===== src/rtl/signal_pkg.sv =====
// Shared encodings for the signal lamp driver: FSM state codes, lamp patterns
// and the state-to-lamp decode used by the output registers.
package signal_pkg;

    localparam logic [2:0] ST_ALL_RED = 3'd0;
    localparam logic [2:0] ST_A_GREEN = 3'd1;
    localparam logic [2:0] ST_A_AMBER = 3'd2;
    localparam logic [2:0] ST_CLR_AB  = 3'd3;
    localparam logic [2:0] ST_B_GREEN = 3'd4;
    localparam logic [2:0] ST_B_AMBER = 3'd5;
    localparam logic [2:0] ST_CLR_BA  = 3'd6;
    localparam logic [2:0] ST_FAULT   = 3'd7;

    typedef struct packed {
        logic red;
        logic amber;
        logic green;
    } lamp_t;

    typedef struct packed {
        lamp_t a;
        lamp_t b;
    } lamp_pair_t;

    localparam lamp_t LAMP_OFF   = 3'b000;
    localparam lamp_t LAMP_RED   = 3'b100;
    localparam lamp_t LAMP_AMBER = 3'b010;
    localparam lamp_t LAMP_GREEN = 3'b001;

    // Every non-fault state shows red on an approach unless it owns green/amber.
    function automatic lamp_pair_t state_lamps(input logic [2:0] state, input logic blink);
        lamp_pair_t lamps;
        lamps.a = LAMP_RED;
        lamps.b = LAMP_RED;
        case (state)
            ST_A_GREEN: lamps.a = LAMP_GREEN;
            ST_A_AMBER: lamps.a = LAMP_AMBER;
            ST_B_GREEN: lamps.b = LAMP_GREEN;
            ST_B_AMBER: lamps.b = LAMP_AMBER;
            ST_FAULT: begin
                lamps.a = blink ? LAMP_RED : LAMP_OFF;
                lamps.b = blink ? LAMP_RED : LAMP_OFF;
            end
            default: ;
        endcase
        return lamps;
    endfunction

endpackage


===== src/rtl/phase_cnt.sv =====
// Loadable down-counter with zero flag; saturates at zero instead of wrapping.
module phase_cnt #(
    parameter int unsigned NBITS = 32
) (
    input  logic             clk,
    input  logic             reset_n,
    input  logic             load,
    input  logic [NBITS-1:0] load_val,
    input  logic             dec,
    output logic             zero
);

    logic [NBITS-1:0] count;

    always_ff @(posedge clk or negedge reset_n) begin
        if (!reset_n)
            count <= '0;
        else if (load)
            count <= load_val;
        else if (dec && !zero)
            count <= count - NBITS'(1);
    end

    assign zero = (count == '0);

endmodule


===== src/rtl/signal_lamp_drv.sv =====
// Two-approach traffic lamp driver: green/amber/clearance sequencing with a
// latching blink-red fault mode for contradictory controller requests.
module signal_lamp_drv
    import signal_pkg::*;
#(
    parameter int unsigned NBITS     = 32,
    parameter logic [31:0] AMBER_CYC = 32'h20,
    parameter logic [31:0] CLEAR_CYC = 32'h10,
    parameter logic [31:0] BLINK_CYC = 32'h08
) (
    input  logic clk,
    input  logic reset_n,
    input  logic Ago,
    input  logic Astop,
    input  logic Bgo,
    input  logic Bstop,
    output logic a_red,
    output logic a_amber,
    output logic a_green,
    output logic b_red,
    output logic b_amber,
    output logic b_green,
    output logic fault
);

    localparam logic [NBITS-1:0] AMBER_LD = NBITS'(AMBER_CYC - 32'd1);
    localparam logic [NBITS-1:0] CLEAR_LD = NBITS'(CLEAR_CYC - 32'd1);
    localparam logic [NBITS-1:0] BLINK_LD = NBITS'(BLINK_CYC - 32'd1);

    logic             ago_q, astop_q, bgo_q, bstop_q;
    logic [2:0]       state, next_state;
    logic             blink, blink_next;
    logic             cnt_load, cnt_dec, cnt_zero;
    logic [NBITS-1:0] cnt_load_val;
    logic             fault_cond;
    lamp_pair_t       lamps_next;

    always_ff @(posedge clk or negedge reset_n) begin
        if (!reset_n) begin
            ago_q   <= 1'b0;
            astop_q <= 1'b0;
            bgo_q   <= 1'b0;
            bstop_q <= 1'b0;
        end else begin
            ago_q   <= Ago;
            astop_q <= Astop;
            bgo_q   <= Bgo;
            bstop_q <= Bstop;
        end
    end

    phase_cnt #(.NBITS(NBITS)) u_phase_cnt (
        .clk      (clk),
        .reset_n  (reset_n),
        .load     (cnt_load),
        .load_val (cnt_load_val),
        .dec      (cnt_dec),
        .zero     (cnt_zero)
    );

    assign fault_cond = (ago_q & bgo_q) | (ago_q & astop_q) | (bgo_q & bstop_q);

    // Fault wins over everything; otherwise timed states count down the shared
    // counter, which the fault state then reuses as the blink half-period timer.
    always_comb begin
        next_state   = state;
        blink_next   = blink;
        cnt_load     = 1'b0;
        cnt_load_val = '0;
        cnt_dec      = 1'b0;
        if (state != ST_FAULT && fault_cond) begin
            next_state   = ST_FAULT;
            blink_next   = 1'b1;
            cnt_load     = 1'b1;
            cnt_load_val = BLINK_LD;
        end else begin
            case (state)
                ST_ALL_RED: begin
                    if (ago_q && !astop_q)
                        next_state = ST_A_GREEN;
                    else if (bgo_q && !bstop_q)
                        next_state = ST_B_GREEN;
                end
                ST_A_GREEN: begin
                    if (astop_q) begin
                        next_state   = ST_A_AMBER;
                        cnt_load     = 1'b1;
                        cnt_load_val = AMBER_LD;
                    end
                end
                ST_A_AMBER: begin
                    if (cnt_zero) begin
                        next_state   = ST_CLR_AB;
                        cnt_load     = 1'b1;
                        cnt_load_val = CLEAR_LD;
                    end else begin
                        cnt_dec = 1'b1;
                    end
                end
                ST_CLR_AB: begin
                    if (cnt_zero)
                        next_state = (bgo_q && !bstop_q) ? ST_B_GREEN : ST_ALL_RED;
                    else
                        cnt_dec = 1'b1;
                end
                ST_B_GREEN: begin
                    if (bstop_q) begin
                        next_state   = ST_B_AMBER;
                        cnt_load     = 1'b1;
                        cnt_load_val = AMBER_LD;
                    end
                end
                ST_B_AMBER: begin
                    if (cnt_zero) begin
                        next_state   = ST_CLR_BA;
                        cnt_load     = 1'b1;
                        cnt_load_val = CLEAR_LD;
                    end else begin
                        cnt_dec = 1'b1;
                    end
                end
                ST_CLR_BA: begin
                    if (cnt_zero)
                        next_state = (ago_q && !astop_q) ? ST_A_GREEN : ST_ALL_RED;
                    else
                        cnt_dec = 1'b1;
                end
                ST_FAULT: begin
                    if (cnt_zero) begin
                        blink_next   = ~blink;
                        cnt_load     = 1'b1;
                        cnt_load_val = BLINK_LD;
                    end else begin
                        cnt_dec = 1'b1;
                    end
                end
            endcase
        end
    end

    assign lamps_next = state_lamps(next_state, blink_next);

    // Lamps are registered from the next state so they move on the same edge as the FSM.
    always_ff @(posedge clk or negedge reset_n) begin
        if (!reset_n) begin
            state   <= ST_ALL_RED;
            blink   <= 1'b1;
            a_red   <= 1'b1;
            a_amber <= 1'b0;
            a_green <= 1'b0;
            b_red   <= 1'b1;
            b_amber <= 1'b0;
            b_green <= 1'b0;
            fault   <= 1'b0;
        end else begin
            state   <= next_state;
            blink   <= blink_next;
            a_red   <= lamps_next.a.red;
            a_amber <= lamps_next.a.amber;
            a_green <= lamps_next.a.green;
            b_red   <= lamps_next.b.red;
            b_amber <= lamps_next.b.amber;
            b_green <= lamps_next.b.green;
            fault   <= (next_state == ST_FAULT);
        end
    end

endmodule


===== config.mk =====
export PLATFORM = sky130hd
export DESIGN_NAME = signal_lamp_drv
export DESIGN_NICKNAME = d
export VERILOG_FILES = /design/src/rtl/signal_pkg.sv /design/src/rtl/phase_cnt.sv /design/src/rtl/signal_lamp_drv.sv
export SDC_FILE = /design/constraint.sdc
export NUM_CORES = 1
export LEC_CHECK = 0
export CAP_MARGIN = 15
export CORE_ASPECT_RATIO = 0.8
export CORE_MARGIN = 3
export CORE_UTILIZATION = 55
export DETAILED_ROUTE_END_ITERATION = 12
export PLACE_DENSITY_LB_ADDON = 0.05
export REMOVE_ABC_BUFFERS = 1
export SYNTH_ARGS = -nofsm -noshare
export SYNTH_HDL_FRONTEND = slang
export SYNTH_HIERARCHICAL = 1
export SYNTH_SLANG_ARGS = --single-unit

===== constraint.sdc =====
create_clock -name clk -period 7.01 [get_ports clk]
set_input_delay 1.402 -clock clk [delete_from_list [all_inputs] [get_ports clk]]
set_output_delay 1.402 -clock clk [all_outputs]
set_load 0.005 [all_outputs]

==> results_tabular.tex, run 1 <==
\begin{tabular}{lr}
\hline
Metric & Value \\
\hline
\multicolumn{2}{l}{\textbf{Status}} \\
\quad Result of the run & complete, no violations \\
\multicolumn{2}{l}{\textbf{Clock tree}} \\
\quad Count of H-tree levels built during CTS & 2 \\
\quad Buffer levels on the longest clock path & 2 \\
\quad Total CTS buffers & 5 \\
\quad Number of buffers inserted for hold repair after clock tree synthesis & 0 \\
\quad Clock insertion delay at the later pin of the skew report & a little under 0.3 ns \\
\quad Clock-pin slew on the worst setup and hold paths & about 0.09 ns \\
\quad Clk sink count & 47 \\
\quad Postcts setup bufs & 0 \\
\quad Clock tree from TritonCTS & done \\
\quad Number of gates given a new drive strength after cts & 0 \\
\quad Clock root buffer master & sky130\_fd\_sc\_hd\_\_clkbuf\_8 \\
\multicolumn{2}{l}{\textbf{Routing}} \\
\quad Total wirelength of the detailed-routed design & $\sim$6.3 mm \\
\quad DRT iter0 DRCs & between 200 and 250 \\
\quad Routed length per placed instance & $\sim$15 microns \\
\quad Number of remaining DRC errors & 0 \\
\quad Routed vias/inst & between 6 and 7 \\
\quad First drt pass iteration count & 6 \\
\quad Via count & roughly 2,500 \\
\quad Final ANT Viol Nets & 0 \\
\multicolumn{2}{l}{\textbf{Power and ir drop}} \\
\quad Design Power & approximately 0.91 mW \\
\quad Sw Pwr & 0.331 mW \\
\quad P per Cell Area & about 280 mW/mm\^{}2 \\
\quad Combinational Power Share & 0.287 \\
\quad Internal portion of total power & roughly 0.58 mW \\
\quad Switching share of power & 0.365 \\
\quad Leakage power figure & between 1 and 1.5 nW \\
\quad Worst vdd ir & approximately 200 uV \\
\quad Clock group share of total power & 0.199 \\
\quad Part of the total power dissipated in sequential elements & 0.514 \\
\multicolumn{2}{l}{\textbf{GRT}} \\
\quad Overall routing resource usage & 0.221 \\
\quad Sum of overflow across all layers after global routing & 0 \\
\quad Antenna violations before repair & 0 \\
\quad Vias in the first global route & $\sim$2,300 \\
\quad Global-route wire length before repair & 11.0 mm \\
\quad Largest net degree at the start of global routing & between 40 and 50 \\
\multicolumn{2}{l}{\textbf{Setup path}} \\
\quad CP peak stage delay & 0.99 ns \\
\quad Critical path fanouts, max & 38 \\
\quad R2r startpoint & u\_phase\_cnt/count[12] \\
\quad Crit path DAT & $\sim$5.7 ns \\
\quad Critical path cell sequence & or4\_1, or3\_1, nor3\_1, mux2\_2, a21oi\_1, o32ai\_1, or2\_2, clkinv\_1, o311ai\_0, o311ai\_1 \\
\quad Origin of the worst setup path & u\_phase\_cnt/count[12] \\
\quad Combined buffer and inverter count along the critical path & 1 \\
\quad Slowest-stage cell, CP & sky130\_fd\_sc\_hd\_\_nor3\_1 \\
\quad Kind of cell adding the most delay to the critical path & simple AND/OR/NAND/NOR gates \\
\quad Category of the worst setup path capture point & register \\
\quad Critical path required time & between 7 and 8 ns \\
\quad Category of the worst setup path launch point & register \\
\quad Setup CP Type & reg -> reg \\
\multicolumn{2}{l}{\textbf{Placed design}} \\
\quad Instance area at placement & roughly 0.0031 sq mm \\
\quad GPL Wtd Cong & around 0.85 \\
\quad Number of buffers inserted by port buffering & 12 \\
\quad HPWL after detailed placement & $\sim$4.4 mm \\
\multicolumn{2}{l}{\textbf{Hold path}} \\
\quad Path category of the worst min-delay check & reg -> reg \\
\quad Startpoint of the tightest hold check path & u\_phase\_cnt/count[11] \\
\multicolumn{2}{l}{\textbf{Flow run}} \\
\quad Max Cap Violations & 0 \\
\multicolumn{2}{l}{\textbf{Floorplanning}} \\
\quad Die Footprint & about 0.0063 sq mm \\
\quad Initial core utilization & 0.576 \\
\quad Vertical die dimension & a little over 70 microns \\
\quad Core Area & around 0.0051 sq mm \\
\quad Die width & roughly 88 microns \\
\quad Number of top-level pins & 13 \\
\quad Rows & 23 \\
\multicolumn{2}{l}{\textbf{Final layout}} \\
\quad Final Cell Area & 0.00326 sq mm \\
\quad End-of-flow core utilization & 0.640 \\
\quad Layout overhead on the synthesized area & 11.0\% \\
\quad Most frequent cells in the layout & 44 x sky130\_fd\_sc\_hd\_\_dfrtp\_1, 31 x sky130\_fd\_sc\_hd\_\_nand2\_1, 28 x sky130\_fd\_sc\_hd\_\_nor2\_1 \\
\quad Share of final-layout standard cells stronger than drive strength 1 & 0.103 \\
\quad Final net count & 354 \\
\quad Number of inserted diodes & 0 \\
\quad Commonest non-fill, non-tap cell in the layout & sky130\_fd\_sc\_hd\_\_dfrtp\_1 \\
\multicolumn{2}{l}{\textbf{STA}} \\
\quad Fin Setup TNS & 0 ns \\
\quad Max-slew violation total from the final report & 0 \\
\quad Final Setup Violations & 0 \\
\quad RSZ-0062 raised after global routing & no \\
\quad Worst-case headroom to the max-slew limit & 0.241 \\
\quad Actual transition at the worst max-transition pin & 1.13 ns \\
\quad Achievable Freq & between 150 and 200 MHz \\
\quad Total count of hold-check failures in the final report & 0 \\
\quad Final cycle utilization of the critical path & 0.791 \\
\quad Post-layout min period & around 5.5 ns \\
\quad Clock tree skew after final layout & slightly below 0.004 ns \\
\multicolumn{2}{l}{\textbf{Logic synthesis}} \\
\quad Number of warnings printed during yosys synthesis & 6 \\
\quad Yosys cell types & approximately 70 \\
\quad Sequential share of the synthesized area & 0.402 \\
\quad Cell area after synthesis & between 0.002 and 0.003 sq mm \\
\quad Synth Flop Type & sky130\_fd\_sc\_hd\_\_dfrtp\_1 \\
\quad Number of synthesized register bits & between 40 and 50 \\
\quad Synthesized netlist cell count & 319 \\
\quad Mapped Avg Cell Area & roughly 9.2 sq um \\
\quad Post-synth EDFFs & 0 \\
\quad Async set-or-reset flop fraction in the synthesized netlist & 1.00 \\
\hline
\end{tabular}
==> sequential cells by signal (all words and copies together), names as in the netlist <==
| name | flops |
|---|---|
| u_phase_cnt/count | 32 |
| a_amber | 1 |
| astop_q | 1 |
| ago_q | 1 |
| b_red | 1 |
| b_green | 1 |
| b_amber | 1 |
| bstop_q | 1 |
| a_red | 1 |
| bgo_q | 1 |
| fault | 1 |
| state | 3 |
| blink | 1 |
| a_green | 1 |
==> path summary, 6_finish.rpt <==
check / slack, ns / to / depth (start not counted)
max in group asynchronous: 5.56 / blink / 2
hold reg to reg: 0.57 / u_phase_cnt/count[11] / 2
setup reg to reg: 1.46 / u_phase_cnt/count[6] / 10
hold / removal: 0.57 / u_phase_cnt/count[11] / 2
setup / recovery: 1.46 / u_phase_cnt/count[6] / 10
min in group asynchronous: 0.94 / fault / 1
==> cells in the mapped netlist (all sizes together), types with 3 or more instances <==
library cell | n | area, sq um
o31ai | 8 | 73.8
o41ai | 3 | 26.3
nand4 | 7 | 43.8
nor3 | 15 | 113
a211oi | 3 | 27.5
o21ai | 15 | 75.1
nor4 | 6 | 80.1
a21o | 4 | 30.0
nor3b | 3 | 22.5
clkbuf | 9 | 35.0
or4 | 11 | 82.6
a21oi | 7 | 35.0
a31oi | 15 | 93.8
o311ai | 4 | 35.0
buf | 9 | 55.0
a2bb2oi | 5 | 43.8
o211ai | 3 | 36.3
xnor2 | 5 | 43.8
nand3 | 14 | 70.1
dfstp | 3 | 78.8
nand2 | 31 | 116
nor2 | 28 | 105
inv | 14 | 52.6
or3 | 9 | 56.3
or2 | 5 | 31.3
dfrtp | 44 | 1100
==> worst min-delay path, delay by kind of cell, from the launching register on <==
family / cells / cell delay, ns
flip-flops: 1 / 0.40
AO/OA/AOI/OAI: 2 / 0.13
==> metrics by stage <==
stage	worst slack, ns	hold slack (ns)	cells
3_3_place_gp	1.71	0.542	401
2_1_floorplan	2.61	0.518	327
3_5_place_dp	1.52	0.551	401
5_1_grt	0.975	0.593	410
6_report	1.46	0.569	410
4_1_cts	1.50	0.565	409
==> layout make-up <==
cell class / instances / area [sq um]
Sequential cell: 47 / 1180
Timing Repair Buffer: 13 / 135
Fill cell: 438 / 1840
Clock buffer: 7 / 96.3
Clock inverter: 1 / 7.51
Inverter: 15 / 56.3
Multi-Input combinational cell: 265 / 1710
Tap cell: 62 / 77.6
==> per-layer routing <==
metal  GRT usage  part of all wire  up-vias
met5           0                 0        -
met4      0.0562            0.0054        0
met3      0.0356             0.048        4
met2       0.302              0.41       65
met1       0.360              0.53     1186
li1            -                 -     1245
==> power by group through the flow <==
stage	Clock [mW]	Sequential, mW	Combinational, mW
after global routing	0.197	0.483	0.300
after detailed placement	0	0.468	0.258
after CTS	0.187	0.463	0.259
final	0.180	0.467	0.260
after floorplan	0	0.442	0.208
after global placement	0	0.465	0.247
==> logic make-up (layout without fill, tap and decap cells) <==
logic type	after synthesis	after routing	share of synthesized area
other cells	1	27	0.00128
flops	47	47	0.402
mux	3	3	0.0107
fa+ha+maj	1	1	0.00426
simple gates	140	140	0.283
xor+xnor	7	7	0.0209
buf+inv	33	36	0.0499
compound gates	87	87	0.228
Note: power is estimated with default switching activity, not from simulation.
==> run 2, diff against run 1 <==
==> constraint.sdc (replaced) <==
create_clock -name clk -period 5.1 [get_ports clk]
set_input_delay 1.02 -clock clk [delete_from_list [all_inputs] [get_ports clk]]
set_output_delay 1.02 -clock clk [all_outputs]
set_load 0.005 [all_outputs]
==> results_tabular.tex, run 2 (same netlist as run 1, synthesis figures left out) <==
\begin{tabular}{lr}
\hline
Metric & Value \\
\hline
\multicolumn{2}{l}{\textbf{STA}} \\
\quad Total count of hold-check failures in the final report & 0 (unchanged) \\
\quad RSZ-0062 raised after global routing & no (unchanged) \\
\quad Achievable Freq & 256 MHz (was 180 MHz) \\
\quad Final cycle utilization of the critical path & 0.765 (was 0.791) \\
\quad Clock tree skew after final layout & 0.00905 ns (was 0.00391 ns) \\
\quad Actual transition at the worst max-transition pin & 1.04 ns (was 1.13 ns) \\
\quad Fin Setup TNS & 0 ns (unchanged) \\
\quad Post-layout min period & 3.90 ns (was 5.55 ns) \\
\quad Worst-case headroom to the max-slew limit & 0.306 (was 0.241) \\
\quad Max-slew violation total from the final report & 0 (unchanged) \\
\quad Final Setup Violations & 0 (unchanged) \\
\multicolumn{2}{l}{\textbf{Setup path}} \\
\quad Cell depth of the worst flop-to-flop path & 13 (was 10) \\
\quad Category of the worst setup path capture point & register (unchanged) \\
\quad Top cell by count, worst path & sky130\_fd\_sc\_hd\_\_buf\_4 \\
\quad Setup CP Type & reg -> reg (unchanged) \\
\quad Slowest-stage cell, CP & sky130\_fd\_sc\_hd\_\_or4\_1 (was sky130\_fd\_sc\_hd\_\_nor3\_1) \\
\quad Cell depth of the worst setup path & 13 (was 10) \\
\quad Critical path fanouts, max & 38 (unchanged) \\
\quad Category of the worst setup path launch point & register (unchanged) \\
\quad Kind of cell adding the most delay to the critical path & simple AND/OR/NAND/NOR gates (unchanged) \\
\quad Critical path cell sequence & or4\_1, or3\_1, nor3\_1, buf\_4, mux2\_2, a21oi\_1, o32ai\_1, or2\_2, buf\_4, clkinv\_1, buf\_4, o311ai\_0, o311ai\_1 (was or4\_1, or3\_1, nor3\_1, mux2\_2, a21oi\_1, o32ai\_1, or2\_2, clkinv\_1, o311ai\_0, o311ai\_1) \\
\quad Crit path DAT & 4.07 ns (was 5.71 ns) \\
\quad CP peak stage delay & 0.63 ns (was 0.99 ns) \\
\quad Combined buffer and inverter count along the critical path & 4 (was 1) \\
\quad Critical path required time & 5.27 ns (was 7.17 ns) \\
\multicolumn{2}{l}{\textbf{Power and ir drop}} \\
\quad P per Cell Area & 378 mW/mm\^{}2 (was 278 mW/mm\^{}2) \\
\quad Worst vdd ir & 295 uV (was 203 uV) \\
\quad Leakage power figure & 1.26 nW (about the same) \\
\multicolumn{2}{l}{\textbf{Final layout}} \\
\quad Registers with the most flip-flops & u\_phase\_cnt/count: 32 flops, state: 3 flops (unchanged) \\
\quad Number of inserted diodes & 0 (unchanged) \\
\quad Most flops, register & u\_phase\_cnt/count (unchanged) \\
\quad Most frequent cells in the layout & 44 x sky130\_fd\_sc\_hd\_\_dfrtp\_1, 31 x sky130\_fd\_sc\_hd\_\_nand2\_1, 28 x sky130\_fd\_sc\_hd\_\_nor2\_1 (unchanged) \\
\quad Commonest non-fill, non-tap cell in the layout & sky130\_fd\_sc\_hd\_\_dfrtp\_1 (unchanged) \\
\quad Layout overhead on the synthesized area & 11.0\% (about the same) \\
\quad Largest register FFs & 32 (unchanged) \\
\quad Share of final-layout standard cells stronger than drive strength 1 & 0.111 (was 0.103) \\
\quad End-of-flow core utilization & 0.639 (was 0.640) \\
\quad Final net count & 357 (was 354) \\
\multicolumn{2}{l}{\textbf{Floorplanning}} \\
\quad Die width & 87.7 microns (unchanged) \\
\quad Rows & 23 (unchanged) \\
\quad Number of top-level pins & 13 (unchanged) \\
\quad Die Footprint & 0.00625 sq mm (unchanged) \\
\quad Core Area & 0.00509 sq mm (unchanged) \\
\quad Initial core utilization & 0.576 (unchanged) \\
\quad Vertical die dimension & 71.3 microns (unchanged) \\
\multicolumn{2}{l}{\textbf{Routing}} \\
\quad Number of remaining DRC errors & 0 (unchanged) \\
\quad Routed length per placed instance & 15.2 microns (was 15.4 microns) \\
\quad DRT iter0 DRCs & 189 (was 231) \\
\quad Via count & 2,449 (was 2,500) \\
\quad Final ANT Viol Nets & 0 (unchanged) \\
\quad Routed vias/inst & 5.93 (was 6.10) \\
\quad Total wirelength of the detailed-routed design & 6.26 mm (was 6.33 mm) \\
\quad First drt pass iteration count & 4 (was 6) \\
\multicolumn{2}{l}{\textbf{Clock tree}} \\
\quad Buffer levels on the longest clock path & 2 (unchanged) \\
\quad Clock root buffer master & sky130\_fd\_sc\_hd\_\_clkbuf\_8 (unchanged) \\
\quad Clock insertion delay at the later pin of the skew report & 0.30 ns (was 0.29 ns) \\
\quad Number of buffers inserted for hold repair after clock tree synthesis & 0 (unchanged) \\
\quad Clock tree from TritonCTS & done (unchanged) \\
\quad Number of gates given a new drive strength after cts & 0 (unchanged) \\
\quad Total CTS buffers & 5 (unchanged) \\
\quad Clock-pin slew on the worst setup and hold paths & 0.09 ns (about the same) \\
\quad Postcts setup bufs & 0 (unchanged) \\
\quad Count of H-tree levels built during CTS & 2 (unchanged) \\
\quad Clk sink count & 47 (unchanged) \\
\multicolumn{2}{l}{\textbf{Placed design}} \\
\quad Number of buffers inserted by port buffering & 12 (unchanged) \\
\quad HPWL after detailed placement & 4.47 mm (was 4.40 mm) \\
\quad GPL Wtd Cong & 0.882 (was 0.849) \\
\multicolumn{2}{l}{\textbf{Flow run}} \\
\quad Max Cap Violations & 0 (unchanged) \\
\multicolumn{2}{l}{\textbf{Hold path}} \\
\quad Hold depth & 2 (unchanged) \\
\quad Path category of the worst min-delay check & reg -> reg (unchanged) \\
\multicolumn{2}{l}{\textbf{GRT}} \\
\quad Largest net degree at the start of global routing & 48 (unchanged) \\
\quad Vias in the first global route & 2,235 (was 2,268) \\
\quad Antenna violations before repair & 0 (unchanged) \\
\quad Overall routing resource usage & 0.220 (was 0.221) \\
\quad Sum of overflow across all layers after global routing & 0 (unchanged) \\
\quad Global-route wire length before repair & 10.9 mm (was 11.0 mm) \\
\multicolumn{2}{l}{\textbf{Status}} \\
\quad Result of the run & complete, no violations (unchanged) \\
\hline
\end{tabular}
==> run 2: cell count changes in the layout (fill, tap and decap cells not counted) <==
cell                         before  now
sky130_fd_sc_hd__buf_4            0    4
sky130_fd_sc_hd__inv_6            0    1
sky130_fd_sc_hd__clkinvlp_4       1    2
sky130_fd_sc_hd__clkbuf_8         7    5
sky130_fd_sc_hd__buf_12           1    0
==> run 2: stage by stage <==
| stage | cell area (sq um) | setup WS, ns | instances | total power, mW | hold slack, ns |
|---|---|---|---|---|---|
| after global placement | 3160 | 1.34 | 405 | 0.983 | 0.540 |
| after floorplan | 2940 | 0.705 | 327 | 0.894 | 0.518 |
| after CTS | 3260 | 1.21 | 413 | 1.23 | 0.554 |
| final | 3260 | 1.20 | 413 | 1.23 | 0.549 |
| after detailed placement | 3160 | 1.22 | 405 | 1.00 | 0.542 |
| after global routing | 3260 | 0.834 | 413 | 1.33 | 0.603 |
==> run 2: path summary, 6_finish.rpt <==
check | to | slack, ns | startpoint
worst max register to register | u_phase_cnt/count[8] | 1.20 | u_phase_cnt/count[12]
min in group asynchronous | fault | 0.89 | reset_n
max in group asynchronous | u_phase_cnt/count[11] | 3.56 | reset_n
worst min-delay path | u_phase_cnt/count[11] | 0.55 | u_phase_cnt/count[11]
worst max-delay path | u_phase_cnt/count[8] | 1.20 | u_phase_cnt/count[12]
worst min register to register | u_phase_cnt/count[11] | 0.55 | u_phase_cnt/count[11]
==> run 2: where the power goes <==
part	internal, mW	switching (mW)	total, mW
Sequential	0.497	0.142	0.640
Combinational	0.173	0.184	0.358
Clock	0.0982	0.134	0.232
==> run 2: layout make-up <==
type	count	area, sq um
well taps	62	77.6
clock inverters	3	23.8
clock buffers	5	68.8
fillers	441	1840
repair buffers	16	145
inverters	15	56.3
multi-input cells	265	1710
flip-flops and latches	47	1180
==> run 2: layer usage <==
| metal | routed length, microns | up-vias | track usage | part of all wire |
|---|---|---|---|---|
| li1 | - | 1234 | - | - |
| met1 | 3310 | 1170 | 0.358 | 0.53 |
| met2 | 2630 | 43 | 0.304 | 0.42 |
| met3 | 286 | 2 | 0.0414 | 0.046 |
| met4 | 29 | 0 | 0.0409 | 0.0046 |
| met5 | 0 | - | 0 | 0 |
==> run 2: worst register-to-register path, cell delays in order, from the launching register on <==
cell                       delay, ns
sky130_fd_sc_hd__dfrtp_1        0.44
sky130_fd_sc_hd__or4_1          0.63
sky130_fd_sc_hd__or3_1          0.64
sky130_fd_sc_hd__nor3_1         0.26
sky130_fd_sc_hd__buf_4          0.20
sky130_fd_sc_hd__mux2_2         0.16
sky130_fd_sc_hd__a21oi_1        0.06
sky130_fd_sc_hd__o32ai_1        0.20
sky130_fd_sc_hd__or2_2          0.17
sky130_fd_sc_hd__buf_4          0.31
sky130_fd_sc_hd__clkinv_1       0.13
sky130_fd_sc_hd__buf_4          0.25
sky130_fd_sc_hd__o311ai_0       0.16
sky130_fd_sc_hd__o311ai_1       0.15
